$ cat config.mk
export PLATFORM = sky130hd
export DESIGN_NAME = instr_encoder
export DESIGN_NICKNAME = d
export VERILOG_FILES = /design/src/rtl/instr_encoder.sv
export SDC_FILE = /design/constraint.sdc
export NUM_CORES = 1
export LEC_CHECK = 0
export CORE_MARGIN = 8
export CORE_UTILIZATION = 52
export DETAILED_ROUTE_END_ITERATION = 10
export PLACE_DENSITY = 0.8
export SLEW_MARGIN = 20
export SYNTH_ARGS = -nofsm -noshare
export SYNTH_HDL_FRONTEND = slang
export SYNTH_SLANG_ARGS = --single-unit
$ cat constraint.sdc
create_clock -name clk -period 7.3 [get_ports clk]
set_input_delay 1.095 -clock clk [delete_from_list [all_inputs] [get_ports clk]]
set_output_delay 1.095 -clock clk [all_outputs]
set_load 0.005 [all_outputs]
$ cat src/rtl/instr_encoder.sv
// -----------------------------------------------------------------------------
// instr_encoder
//
// Turns a decoded instruction request (kind + register/immediate/target fields)
// into a 32-bit MIPS instruction word. Each word is tagged with the byte address
// it should be written to. The word then passes through a 2-entry FIFO towards
// an instruction-memory writer.
//
// Configuration macro: IENC_ILLEGAL_TRAP_EN
//   defined   : illegal kinds (10-15) are consumed without being pushed, do not
//               advance the address, and set the sticky err flag.
//   undefined : illegal kinds encode as a NOP (32'h0), are pushed normally, and
//               err is tied low.
//
// Ports
//   clk, rst        single clock, asynchronous active-high reset
//   in_valid/ready  request handshake; in_ready is registered (occupancy < 2)
//   in_kind         0 ADD,1 SUB,2 AND,3 OR,4 SLT,5 LW,6 SW,7 BEQ,8 ADDI,9 J
//   in_rs/rt/rd     register fields
//   in_imm          immediate / branch offset
//   in_target       jump target field
//   out_valid/ready word handshake towards the memory writer
//   out_instr       encoded word at the FIFO head (32'h0 when empty)
//   out_addr        byte address of out_instr (32'h0 when empty)
//   out_count       number of words delivered, wraps at 16 bits
//   err             sticky illegal-kind flag (trap build only)
// -----------------------------------------------------------------------------
module instr_encoder #(
  parameter logic [31:0] BASE_ADDR = 32'h0000_0000
) (
  input  logic        clk,
  input  logic        rst,
  input  logic        in_valid,
  output logic        in_ready,
  input  logic [3:0]  in_kind,
  input  logic [4:0]  in_rs,
  input  logic [4:0]  in_rt,
  input  logic [4:0]  in_rd,
  input  logic [15:0] in_imm,
  input  logic [25:0] in_target,
  output logic        out_valid,
  input  logic        out_ready,
  output logic [31:0] out_instr,
  output logic [31:0] out_addr,
  output logic [15:0] out_count,
  output logic        err
);

  // Builds the instruction word; unknown kinds give the all-zero NOP.
  function automatic logic [31:0] encode_word(
    input logic [3:0]  kind,
    input logic [4:0]  rs,
    input logic [4:0]  rt,
    input logic [4:0]  rd,
    input logic [15:0] imm,
    input logic [25:0] target
  );
    logic [31:0] word;
    case (kind)
      4'd0:    word = {6'b000000, rs, rt, rd, 5'b00000, 6'b100000};
      4'd1:    word = {6'b000000, rs, rt, rd, 5'b00000, 6'b100010};
      4'd2:    word = {6'b000000, rs, rt, rd, 5'b00000, 6'b100100};
      4'd3:    word = {6'b000000, rs, rt, rd, 5'b00000, 6'b100101};
      4'd4:    word = {6'b000000, rs, rt, rd, 5'b00000, 6'b101010};
      4'd5:    word = {6'b100011, rs, rt, imm};
      4'd6:    word = {6'b101011, rs, rt, imm};
      4'd7:    word = {6'b000100, rs, rt, imm};
      4'd8:    word = {6'b001000, rs, rt, imm};
      4'd9:    word = {6'b000010, target};
      default: word = 32'h0000_0000;
    endcase
    return word;
  endfunction

`ifdef IENC_ILLEGAL_TRAP_EN
  // Kinds above J have no encoding.
  function automatic logic is_legal(input logic [3:0] kind);
    return (kind <= 4'd9);
  endfunction
`endif

  // FIFO storage: the head entry drives the outputs directly, and the tail
  // holds the second word when two are buffered.
  logic [1:0]  count_r;
  logic [1:0]  count_nxt_s;
  logic [31:0] head_instr_r;
  logic [31:0] head_addr_r;
  logic [31:0] tail_instr_r;
  logic [31:0] tail_addr_r;
  logic [31:0] next_addr_r;
  logic [15:0] out_count_r;
  logic        in_ready_r;
  logic        out_valid_r;
  logic [31:0] word_s;
  logic        accept_s;
  logic        push_s;
  logic        pop_s;

  // Handshake decode and next occupancy.
  always_comb begin
    word_s   = encode_word(in_kind, in_rs, in_rt, in_rd, in_imm, in_target);
    accept_s = in_valid && in_ready_r;
    pop_s    = out_valid_r && out_ready;
`ifdef IENC_ILLEGAL_TRAP_EN
    push_s   = accept_s && is_legal(in_kind);
`else
    push_s   = accept_s;
`endif
    case ({push_s, pop_s})
      2'b10:   count_nxt_s = count_r + 2'd1;
      2'b01:   count_nxt_s = count_r - 2'd1;
      default: count_nxt_s = count_r;
    endcase
  end

  // FIFO, address counter and delivered-word counter.
  always_ff @(posedge clk or posedge rst) begin
    if (rst) begin
      count_r      <= 2'd0;
      in_ready_r   <= 1'b1;
      out_valid_r  <= 1'b0;
      head_instr_r <= 32'h0000_0000;
      head_addr_r  <= 32'h0000_0000;
      tail_instr_r <= 32'h0000_0000;
      tail_addr_r  <= 32'h0000_0000;
      next_addr_r  <= BASE_ADDR;
      out_count_r  <= 16'h0000;
    end else begin
      count_r     <= count_nxt_s;
      // Readiness flags are registered copies of the next occupancy, so
      // in_ready never depends combinationally on out_ready.
      in_ready_r  <= (count_nxt_s < 2'd2);
      out_valid_r <= (count_nxt_s != 2'd0);

      if (push_s) begin
        next_addr_r <= next_addr_r + 32'd4;
      end else begin
        next_addr_r <= next_addr_r;
      end

      if (pop_s) begin
        out_count_r <= out_count_r + 16'd1;
      end else begin
        out_count_r <= out_count_r;
      end

      // The new word lands in the head when the FIFO is empty, or when the
      // single buffered word leaves in the same cycle.
      if (push_s && ((count_r == 2'd0) || pop_s)) begin
        head_instr_r <= word_s;
        head_addr_r  <= next_addr_r;
      end else if (pop_s && (count_r == 2'd2)) begin
        head_instr_r <= tail_instr_r;
        head_addr_r  <= tail_addr_r;
      end else if (pop_s) begin
        // The FIFO drains to empty, so the outputs return to zero.
        head_instr_r <= 32'h0000_0000;
        head_addr_r  <= 32'h0000_0000;
      end else begin
        head_instr_r <= head_instr_r;
        head_addr_r  <= head_addr_r;
      end

      if (push_s && !pop_s && (count_r == 2'd1)) begin
        tail_instr_r <= word_s;
        tail_addr_r  <= next_addr_r;
      end else begin
        tail_instr_r <= tail_instr_r;
        tail_addr_r  <= tail_addr_r;
      end
    end
  end

`ifdef IENC_ILLEGAL_TRAP_EN
  logic err_r;

  // Sticky illegal-kind flag, cleared only by reset.
  always_ff @(posedge clk or posedge rst) begin
    if (rst) begin
      err_r <= 1'b0;
    end else if (accept_s && !is_legal(in_kind)) begin
      err_r <= 1'b1;
    end else begin
      err_r <= err_r;
    end
  end

  assign err = err_r;
`else
  assign err = 1'b0;
`endif

  assign in_ready  = in_ready_r;
  assign out_valid = out_valid_r;
  assign out_instr = head_instr_r;
  assign out_addr  = head_addr_r;
  assign out_count = out_count_r;

endmodule

After elaboration in Yosys (flattened, before gate mapping). Cells that the tools add are included.

Bits in registers: 180. Latch bits: 0. RAM bits: 0. ROM bits: 0. Input bits: 65. Output and inout bits: 83. Logic and storage cells: 46. Memories: 0.

Add/sub/neg operators: 4. Multipliers: 0. Divide/modulo/power cells: 0. Magnitude comparators: 1. Equality and inequality tests: 13. Shift operators: 0. Multiplexer cells: 7. Bitwise logic cells: 0. Reduce and logical (&&, ||, !) cells: 12.

Operators by type and width (count): one-hot mux 32 bit (10 select lines) (1); 2-to-1 mux 32 bit (5); adder 32 x 3 -> 32 bit, second input constant (1); adder 16 x 1 -> 16 bit, second input constant (1); == test 4 x 3 -> 1 bit, second input constant (4); == test 4 x 2 -> 1 bit, second input constant (2); == test 4 bit, second input constant (2); logical AND 1 bit (6); == test 2 x 1 -> 1 bit, second input constant (2); == test 2 bit, second input constant (2); == test 4 x 1 -> 1 bit, second input constant (1); logical NOT 4 bit (1); one-hot mux 2 bit (2 select lines) (1); nonzero test 3 bit (1); adder 2 x 1 -> 2 bit, second input constant (1); logical NOT 2 bit (1); < comparator 2 bit, second input constant (1); nonzero test 2 bit (1); subtractor 2 x 1 -> 2 bit, second input constant (1); logical NOT 1 bit (1); logical OR 1 bit (1).

Logic depth before layout (Yosys ltp). Gate-level depths: netlist of run 1.

Depth after elaboration: 4. Gate-level depth with buffers: 9.

Worst setup path before layout of run 1. OpenSTA, ideal clock, no wires.

Kind: input port to flip-flop. Start: in out_ready. End: reg tail_addr_r[10]. Library setup time: 0.125 ns. Data arrival time: 2.604 ns. Required time: 7.175 ns. Slack: 4.571 ns. Cell stages on the path: 6. Cells stage by stage: nand2_1 > clkbuf_1 > ha_1 > nand2_1 > clkbuf_1 > mux2_2.

Cells in the longest elaborated chain, start to end: 4.

RTL lines: start, declared (line 42) `input logic out_ready,`; logical AND 1 bit (line 103) `pop_s = out_valid_r && out_ready;`; logical NOT 1 bit (line 164) `if (push_s && !pop_s && (count_r == 2'd1)) begin`; logical AND 1 bit (2 in a row) (line 164); end signal, assigned (line 166) `tail_addr_r <= next_addr_r;`; end signal, assigned (line 169) `tail_addr_r <= tail_addr_r;`; end, declared (line 89) `logic [31:0] tail_addr_r;`.

No other way between the ends. A chain may end at the register's enable or synchronous reset.

Worst setup path in the final report of run 1.
Start: in out_ready. End: reg tail_addr_r[27].

Same word-level chain as after synthesis.

==> out/qor.yml, run 1 <==
status:
  status: "finished clean"
synthesis:
  synth-edff-count: 0
  postSynthAreaPerCell_um2: 10.6
  synth.ff_latch_count: 170
  synth_area_leader_cell: "dfrtp_1"
  netlist.area_leader.share_pct: 54.1
  synth.distinct_cells: 52
  synth_sequential_area_ratio_pct: 54.4
  synth_warnings: 0
  asyncSetResetFlopFracSynth_pct: 100
  synthAdderAreaFrac_pct: 1.12
  synth_cells: 741
  share_of_cell_area_taken_by_muxes_after_synthesis_pct: 8.32
  main_combinational_cell_family_by_area_after_synthesis: "simple AND/OR/NAND/NOR gates"
  synth-main-ff-cell: "dfrtp_1"
  post_synth_most_frequent_cells: "169 x dfrtp_1, 87 x nand2_1, 50 x nand3_1, 45 x nor2_1, 37 x xnor2_1"
  post_synth_xor_area_fraction_pct: 5.04
  synthSimpleGateAreaFrac_pct: 16.4
  synth_compound_area_share_pct: 10.6
  synth.top_cells.by_area: "dfrtp_1 54%, mux2_2 4.6%, nand2_1 4.2%"
  count_leader_synth: "dfrtp_1"
  post_synthesis_instance_area_mm2: 0.00782
clocking:
  cts-root-buf: "clkbuf_16"
  postCtsHoldBufs: 0
  clock_tree_from_tritoncts: "done"
  post_cts_buffers: 0
  clkTransAtPathRegs_ns: 0.06
  max-clock-path-buffers: 2
  clk_latency_ns: 0.42
  cts_num_sinks: 170
  cts_htree_levels: 4
  cts_buffers: 17
  postCtsResizedCells: 0
floorplanning:
  floorplan.initialDensity_pct: 52.2
  core_area_mm2: 0.0150
  die-area_mm2: 0.0192
  rows: 45
  ioPinCount: 148
  fp.dieW_um: 139
  dieHeight_um: 139
power:
  clockPowerShare_pct: 25.0
  psw_mw: 1.11
  comb_power_share_pct: 33.9
  cellInternalPower_mw: 2.35
  power.leakage_nw: 4.54
  largest_voltage_drop_on_the_vdd_net_uv: 196
  p_seq_share_pct: 41.1
  cellPowerDensity_mw_per_mm2: 350
  power.switching_fraction_pct: 32.1
detailed_routing:
  detail_route.drc_violations: 0
  drt-wirelength-per-cell_um: 17.1
  firstDrtPassIters: 4
  drt_wl_total_mm: 18.1
  drt-vias-per-instance: 5.54
  route.vias.total: 5862
  route.antenna.remaining_nets: 0
  drtIter0Drc: 341
timing:
  timing_hold_violations_final: 0
  fin_skew_ns: 0.00847
  setup_total_negative_slack_ns: 0
  final.hold.worst_slack_ns: 0.473
  period_share_pct: 48.7
  max_freq_mhz: 281
  rsz0062_at_grt: "false"
  slew_headroom_pct: 35.6
  finalSetupViolations: 0
  worst_pin_slew_ns: 0.966
  finalCriticalPeriod_ns: 3.55
  report.final.slew_viol_count: 0
worst_setup_path:
  worstPathCellList: "clkdlybuf4s50_1 -> nand2_2 -> ha_1 -> nand2_2 -> buf_4 -> mux2_2"
  timing.critical_path.from_type: "input port"
  crit_required_ns: 7.60
  cell_with_the_largest_stage_delay_on_the_worst_path: "buf_4"
  critical_path_peak_fanout: 68
  setup.worst_path.class: "input port to register"
  worst_setup_path_end_kind: "register"
  cpPeakStageDelay_ns: 0.65
  timing.critical_path.mode_cell: "nand2_2"
  critical_path_arrival_ns: 3.85
final_layout:
  antenna_cells: 0
  nFillCells: 1189
  area_delta_synth_final_pct: 26.2
  nNetsFinal: 930
  drive_gt1_share_pct: 10.0
worst_hold_path:
  hold_class: "register to register"
placed_design:
  placement.io_buffers: 143
  globalplace.congestion: 0.784
  hpwlAfterDp_mm: 11.9
grt:
  grt_usage_pct: 19.2
  grt_first_pass_wirelength_mm: 30.5
  antenna_violations_before_repair: 0
  globalRoute.totalOverflow: 0
  grt_max_degree: 118
  first_global_vias: 6029
flow_run:
  drv.max_cap_violation_count: 0
-- worst paths after layout --
| check | end | start | slack [ns] | depth (start not counted) |
|---|---|---|---|---|
| min reg2reg | tail_instr_r[2]$_DFFE_PP0P_ | tail_instr_r[2]$_DFFE_PP0P_ | 0.47 | 2 |
| min | tail_instr_r[2]$_DFFE_PP0P_ | tail_instr_r[2]$_DFFE_PP0P_ | 0.47 | 2 |
| max | tail_addr_r[27]$_DFFE_PP0P_ | out_ready | 3.75 | 6 |
| max in group asynchronous | tail_addr_r[21]$_DFFE_PP0P_ | rst | 4.90 | 3 |
| min in group asynchronous | out_count[11]$_DFFE_PP0P_ | rst | 1.24 | 2 |
| max reg2reg | tail_addr_r[27]$_DFFE_PP0P_ | out_valid$_DFF_PP0_ | 4.54 | 5 |
-- registers in the layout, indices dropped and copies added (netlist names) --
signal / flops
next_addr_r: 30
count_r: 2
in_ready: 1
out_valid: 1
out_addr: 30
out_count: 16
out_instr: 30
tail_instr_r: 30
tail_addr_r: 30
-- metal layers --
layer / routed length (um) / GRT usage (%) / vias to the layer above
li1: - / - / 2837
met1: 7960 / 24.0 / 2872
met2: 8820 / 31.5 / 134
met3: 1050 / 6.02 / 19
met4: 246 / 5.55 / 0
met5: 0 / 0 / -
-- kinds of logic (layout without fill, tap and decap cells) --
| group | count (synthesis) | in the layout |
|---|---|---|
| AO/OA/AOI/OAI | 129 | 129 |
| XOR/XNOR | 45 | 45 |
| adder cells (fa/ha/maj) | 7 | 7 |
| buffers and inverters | 67 | 193 |
| flip-flops | 170 | 170 |
| multiplexers | 61 | 61 |
| other | 1 | 4 |
| AND/OR/NAND/NOR | 261 | 261 |
-- layout make-up --
type	instances	area, um2	share of cell area, %
Sequential cell	170	4260	43.1
Timing Repair Buffer	150	1480	15.0
Inverter	12	52.6	0.532
Tap cell	188	235	2.38
Clock inverter	9	97.6	0.989
Multi-Input combinational cell	507	3280	33.2
Clock buffer	22	464	4.70
-- critical path, delay by kind of cell --
| family | cells | cell delay (ns) |
|---|---|---|
| adders and majority gates | 1 | 0.36 |
| muxes | 1 | 0.41 |
| buffers and inverters | 2 | 1.17 |
| and+or+nand+nor | 2 | 0.78 |
-- layout by cell type, fill, tap and decap left out, types with 20 or more instances in the layout --
cell	count
mux2i_1	29
a21oi_1	31
and3_1	34
clkdlybuf4s50_1	143
nand2_1	85
o21ai_0	20
dfrtp_1	169
a31oi_1	32
nor2_1	45
nand3_1	50
xnor2_1	37
mux2_2	32
-- per-stage QoR --
step	total power, mW	cell area, um2	instances	util [%]	setup WS, ns
floorplan	2.04	7840	744	-	1.60
global placement	2.57	9300	1027	62.1	3.43
detailed placement	2.61	9300	1027	62.1	3.34
CTS	3.48	9860	1058	65.8	3.79
global route	3.67	9870	1058	65.9	3.60
finish	3.46	9870	1058	65.9	3.75
-- power groups by stage --
stage	Combinational, mW	Sequential (mW)	Clock [mW]
CTS	1.18	1.42	0.877
global placement	1.14	1.42	0
global route	1.30	1.45	0.916
detailed placement	1.18	1.43	0
finish	1.17	1.42	0.862
floorplan	0.636	1.40	0
(Power assumes the default switching activity.)
==> run 2: changes to the inputs <==
- CORE_UTILIZATION: 52 -> 47
- PLACE_DENSITY: 0.8 -> 0.76
- clock period: 7.3 -> 3 ns (I/O delays scaled with it)
==> run 2 against run 1 <==
  * Setup slack lost 2.8 ns
  * Register-to-register slack lost 3.5 ns
  * Clock power grew 130%
  * Clock skew is essentially flat
  * Critical path depth is the same
  * Global-route usage shrank 0.38 points
  * First-iteration DRC count grew 32%
  * Critical path type unchanged
  * Largest cell class unchanged
  * Largest power group unchanged
==> out/qor.yml, run 2 (synthesis results as in run 1) <==
final_layout:
  stdcell_area_mm2: 0.0101
  final-instance-count-excl-fill: 1106
  mostFrequentLayoutCell: "dfrtp_1"
  nNetsFinal: 945
  drive_gt1_share_pct: 12.0
  antenna_cells: 0
  area_delta_synth_final_pct: 28.7
  finish.utilization_pct: 61.4
  most-common-layout-cells: "169 x dfrtp_1, 143 x clkdlybuf4s50_1, 85 x nand2_1, 50 x nand3_1, 45 x nor2_1"
grt:
  globalRoute.totalOverflow: 0
  grt_first_pass_wirelength_mm: 32.6
  grt_max_degree: 72
  antenna_violations_before_repair: 0
  grt_usage_pct: 18.8
  first_global_vias: 6286
placed_design:
  preCtsSetupSlack_ns: 0.523
  globalplace.congestion: 0.851
  placement.io_buffers: 143
  dpl.cell_count: 1074
  hpwlAfterDp_mm: 13.4
  dpl_cell_area_mm2: 0.00953
floorplanning:
  dieHeight_um: 145
  fp.dieW_um: 145
  die-area_mm2: 0.0210
  core_area_mm2: 0.0164
  ioPinCount: 148
  floorplan.initialDensity_pct: 47.7
  rows: 47
clocking:
  clock_tree_from_tritoncts: "done"
  clkTransAtPathRegs_ns: 0.06
  postCtsHoldBufs: 0
  cts_buffers: 17
  cts-root-buf: "clkbuf_16"
  clk_latency_ns: 0.42
  cts_num_sinks: 170
  post_cts_buffers: 0
  max-clock-path-buffers: 2
  cts_htree_levels: 4
  postCtsResizedCells: 0
timing:
  period_share_pct: 68.4
  fin_skew_ns: 0.00881
  slew_headroom_pct: 54.2
  setup_total_negative_slack_ns: 0
  timing_hold_violations_final: 0
  final.hold.worst_slack_ns: 0.438
  finalSetupViolations: 0
  max_freq_mhz: 487
  finalCriticalPeriod_ns: 2.05
  worst_pin_slew_ns: 0.685
  rsz0062_at_grt: "false"
  final_worst_setup_slack_ns: 0.948
  report.final.slew_viol_count: 0
flow_run:
  drv.max_cap_violation_count: 0
worst_setup_path:
  setup.worst_path.class: "input port to register"
  critical_path_peak_fanout: 9
  worst_setup_path_end_kind: "register"
  critical_path_arrival_ns: 2.39
  timing.critical_path.from_type: "input port"
  crit_required_ns: 3.33
status:
  status: "finished clean"
detailed_routing:
  drtIter0Drc: 450
  detail_route.drc_violations: 0
  drt_wl_total_mm: 19.5
  firstDrtPassIters: 4
  route.vias.total: 6015
  route.antenna.remaining_nets: 0
  drt-vias-per-instance: 5.44
  drt-wirelength-per-cell_um: 17.7
power:
  cellInternalPower_mw: 5.61
  power.leakage_nw: 4.61
  comb_power_share_pct: 35.5
  p_seq_share_pct: 40.8
  cellPowerDensity_mw_per_mm2: 839
  largest_voltage_drop_on_the_vdd_net_uv: 528
  psw_mw: 2.84
  power.switching_fraction_pct: 33.6
  clockPowerShare_pct: 23.7
  power_mw: 8.45
worst_hold_path:
  hold_class: "input port to asynchronous set/reset pin"
run 2: cell types whose count changed in the layout (fill, tap and decap cells not counted), sizes merged:
cell,change
clkbuf,-2
buf,+15
bufinv,-2
clkinv,-2
clkinvlp,+5
inv,+2
run 2: path summary, 6_finish.rpt:
| check | slack (ns) | endpoint | startpoint | depth (start not counted) |
|---|---|---|---|---|
| worst max-delay path | 0.95 | tail_instr_r[14]$_DFFE_PP0P_ | in_kind[1] | 6 |
| worst min-delay path | 0.44 | out_instr[9]$_DFFE_PP0P_ | rst | 2 |
| worst max register to register | 1.00 | tail_instr_r[8]$_DFFE_PP0P_ | in_ready$_DFF_PP1_ | 8 |
| worst min register to register | 0.47 | out_count[15]$_DFFE_PP0P_ | out_count[15]$_DFFE_PP0P_ | 1 |
| max in group asynchronous | 1.68 | tail_instr_r[25]$_DFFE_PP0P_ | rst | 3 |
| min in group clk | 0.47 | out_count[15]$_DFFE_PP0P_ | out_count[15]$_DFFE_PP0P_ | 1 |
run 2: worst max-delay path: stages:
cell	delay (ns)
clkdlybuf4s50_1	0.58
buf_4	0.25
o21a_1	0.17
nor2_1	0.52
a221oi_1	0.19
o21ai_0	0.22
run 2: power by group through the flow:
stage	clock [mW]	combinational (mW)	sequential [mW]
floorplan	0	1.55	3.41
global placement	0	2.98	3.45
detailed placement	0	3.04	3.48
CTS	2.04	3.05	3.45
global route	2.13	3.32	3.54
finish	2.00	3.00	3.45
run 2: layout make-up:
type                    count  area (um2)
multi-input cells         507        3290
inverters                  12        48.8
flip-flops and latches    170        4260
fillers                  1328        6340
clock buffers              20         447
clock inverters            12        91.3
well taps                 220         275
repair buffers            165        1660
run 2: metal layers:
layer  vias to the layer above  track usage, %  share of wire, %
met5                         -               0                 0
met4                         0            6.52               1.7
met2                       133            31.4                49
met1                      2994            22.7                44
met3                        20            5.72               5.7
li1                       2868               -                 -
==> run 3: changes to the inputs <==
- CORE_UTILIZATION: 47 -> 52
- PLACE_DENSITY: 0.76 -> 0.8
- clock period: 3 -> 2 ns (I/O delays scaled with it)
==> run 3 against run 2 <==
  * Register-to-register slack got worse by 0.68 ns
  * Sequential share of layout area fell by 0.92 points
  * Critical endpoint is now in_ready
  * Sequential power rose by 50%
==> out/qor.yml, run 3 (synthesis results as in run 1) <==
status:
  status: "finished clean"
final_layout:
  area_delta_synth_final_pct: 31.5
  final-seq-area_mm2: 0.00426
  stdcell_area_mm2: 0.0103
  multi_input_comb_area_mm2: 0.00328
  mostFrequentLayoutCell: "dfrtp_1"
  antenna_cells: 0
  final-instance-count-excl-fill: 1086
  most-common-layout-cells: "169 x dfrtp_1, 143 x clkdlybuf4s50_1, 85 x nand2_1, 50 x nand3_1, 45 x nor2_1"
  nNetsFinal: 959
  nFillCells: 1135
  drive_gt1_share_pct: 13.1
grt:
  first_global_vias: 6284
  antenna_violations_before_repair: 0
  grt_first_pass_wirelength_mm: 31.6
  grt_max_degree: 61
  grt_usage_pct: 20.0
  globalRoute.totalOverflow: 0
clocking:
  clkTransAtPathRegs_ns: 0.06
  cts_num_sinks: 170
  cts_htree_levels: 4
  post_cts_buffers: 0
  cts-root-buf: "clkbuf_16"
  clk_latency_ns: 0.42
  postCtsHoldBufs: 0
  max-clock-path-buffers: 2
  postCtsResizedCells: 0
  clock_tree_from_tritoncts: "done"
  cts_buffers: 17
worst_setup_path:
  rr_endpoint: "tail_instr_r[4]$_DFFE_PP0P_"
  setup.worst_path.class: "register to primary output"
  worst_setup_path_end_kind: "primary output"
  setup.reg_to_reg.worst_slack_ns: 0.32
  critical_path.top_delay_family: "flip-flops"
  endpoint: "in_ready"
  critical_path_arrival_ns: 1.49
  critical_path_peak_fanout: 3
  worstPathCellList: "clkdlybuf4s50_1"
  cell_with_the_largest_stage_delay_on_the_worst_path: "dfstp_2"
  cpPeakStageDelay_ns: 0.56
  rr_startpoint: "in_ready$_DFF_PP1_"
  rr_worst_depth: 8
  crit_path_start: "in_ready$_DFF_PP1_"
  crit_required_ns: 1.70
  critical_path.n_buffers_inverters: 1
  timing.critical_path.depth: 1
  timing.critical_path.from_type: "register"
detailed_routing:
  drt-vias-per-instance: 5.56
  route.vias.total: 6036
  drtIter0Drc: 291
  firstDrtPassIters: 5
  drt_wl_total_mm: 18.6
  detail_route.drc_violations: 0
  route.antenna.remaining_nets: 0
  drt-wirelength-per-cell_um: 17.1
placed_design:
  hpwlAfterDp_mm: 12.7
  preCtsSetupSlack_ns: -0.188
  globalplace.congestion: 0.799
  placement.io_buffers: 143
  dpl_cell_area_mm2: 0.00964
  dpl.cell_count: 1056
timing:
  max_freq_mhz: 560
  report.final.slew_viol_count: 0
  final_worst_setup_slack_ns: 0.213
  period_share_pct: 89.3
  slew_headroom_pct: 54.7
  worst_pin_slew_ns: 0.677
  finalCriticalPeriod_ns: 1.79
  timing_hold_violations_final: 0
  setup_total_negative_slack_ns: 0
  fin_skew_ns: 0.00546
  rsz0062_at_grt: "false"
  finalSetupViolations: 0
floorplanning:
  core_area_mm2: 0.0150
  fp.dieW_um: 139
  ioPinCount: 148
  die-area_mm2: 0.0192
  floorplan.initialDensity_pct: 52.2
  dieHeight_um: 139
  rows: 45
power:
  clockPowerShare_pct: 26.9
  comb_power_share_pct: 34.2
  p_seq_share_pct: 38.9
  power_mw: 13.3
  power.switching_fraction_pct: 31.2
  largest_voltage_drop_on_the_vdd_net_uv: 682
  power.leakage_nw: 4.77
  cellPowerDensity_mw_per_mm2: 1290
  cellInternalPower_mw: 9.15
  psw_mw: 4.15
flow_run:
  drv.max_cap_violation_count: 0
worst_hold_path:
  hold_class: "input port to asynchronous set/reset pin"
-- run 3: cell types whose count changed in the layout (fill, tap and decap cells not counted), sizes merged --
cell      before  now
bufinv         0    5
clkinvlp       6    3
clkbuf        20   19
buf           22   36
inv           14   12
clkinv         4    3
-- run 3: layout make-up --
type	instances	share of cell area, %
clock inverter	11	1.87
inverter	12	0.474
tap	188	2.29
timing repair buffer	179	17.8
multi-input combinational	507	31.8
sequential	170	41.4
clock buffer	19	4.40
-- run 3: worst min-delay path by stage --
stage                                  from                      endpoint  slack (ns)  depth (start not counted)
2_1_floorplan          count_r[1]$_DFF_PP0_            in_ready$_DFF_PP1_        0.44                          1
4_1_cts                                 rst      out_instr[6]$_DFFE_PP0P_        0.18                          2
3_3_place_gp   tail_instr_r[22]$_DFFE_PP0P_  tail_instr_r[22]$_DFFE_PP0P_        0.45                          2
3_5_place_dp   tail_instr_r[20]$_DFFE_PP0P_  tail_instr_r[20]$_DFFE_PP0P_        0.46                          2
5_1_grt                                 rst   tail_instr_r[6]$_DFFE_PP0P_        0.21                          2
6_report                                rst      out_instr[6]$_DFFE_PP0P_        0.19                          2
-- run 3: routing by layer --
layer,track usage (%),wire length [um]
met5,0,0
met4,8.03,371
met3,5.65,1010
met2,33.0,9150
met1,24.5,8030
-- run 3: stage by stage --
| step | util (%) | hold WS [ns] |
|---|---|---|
| 2_1_floorplan | - | 0.439 |
| 3_3_place_gp | 64.4 | 0.453 |
| 3_5_place_dp | 64.4 | 0.463 |
| 4_1_cts | 68.7 | 0.184 |
| 5_1_grt | 68.7 | 0.210 |
| 6_report | 68.7 | 0.191 |
-- run 3: power groups by stage --
stage	Sequential, mW	Combinational, mW	Clock [mW]
after floorplan	5.12	2.33	0
after global placement	5.17	4.50	0
after detailed placement	5.22	4.60	0
after CTS	5.17	4.62	3.65
after global routing	5.29	5.03	3.79
final	5.17	4.56	3.58
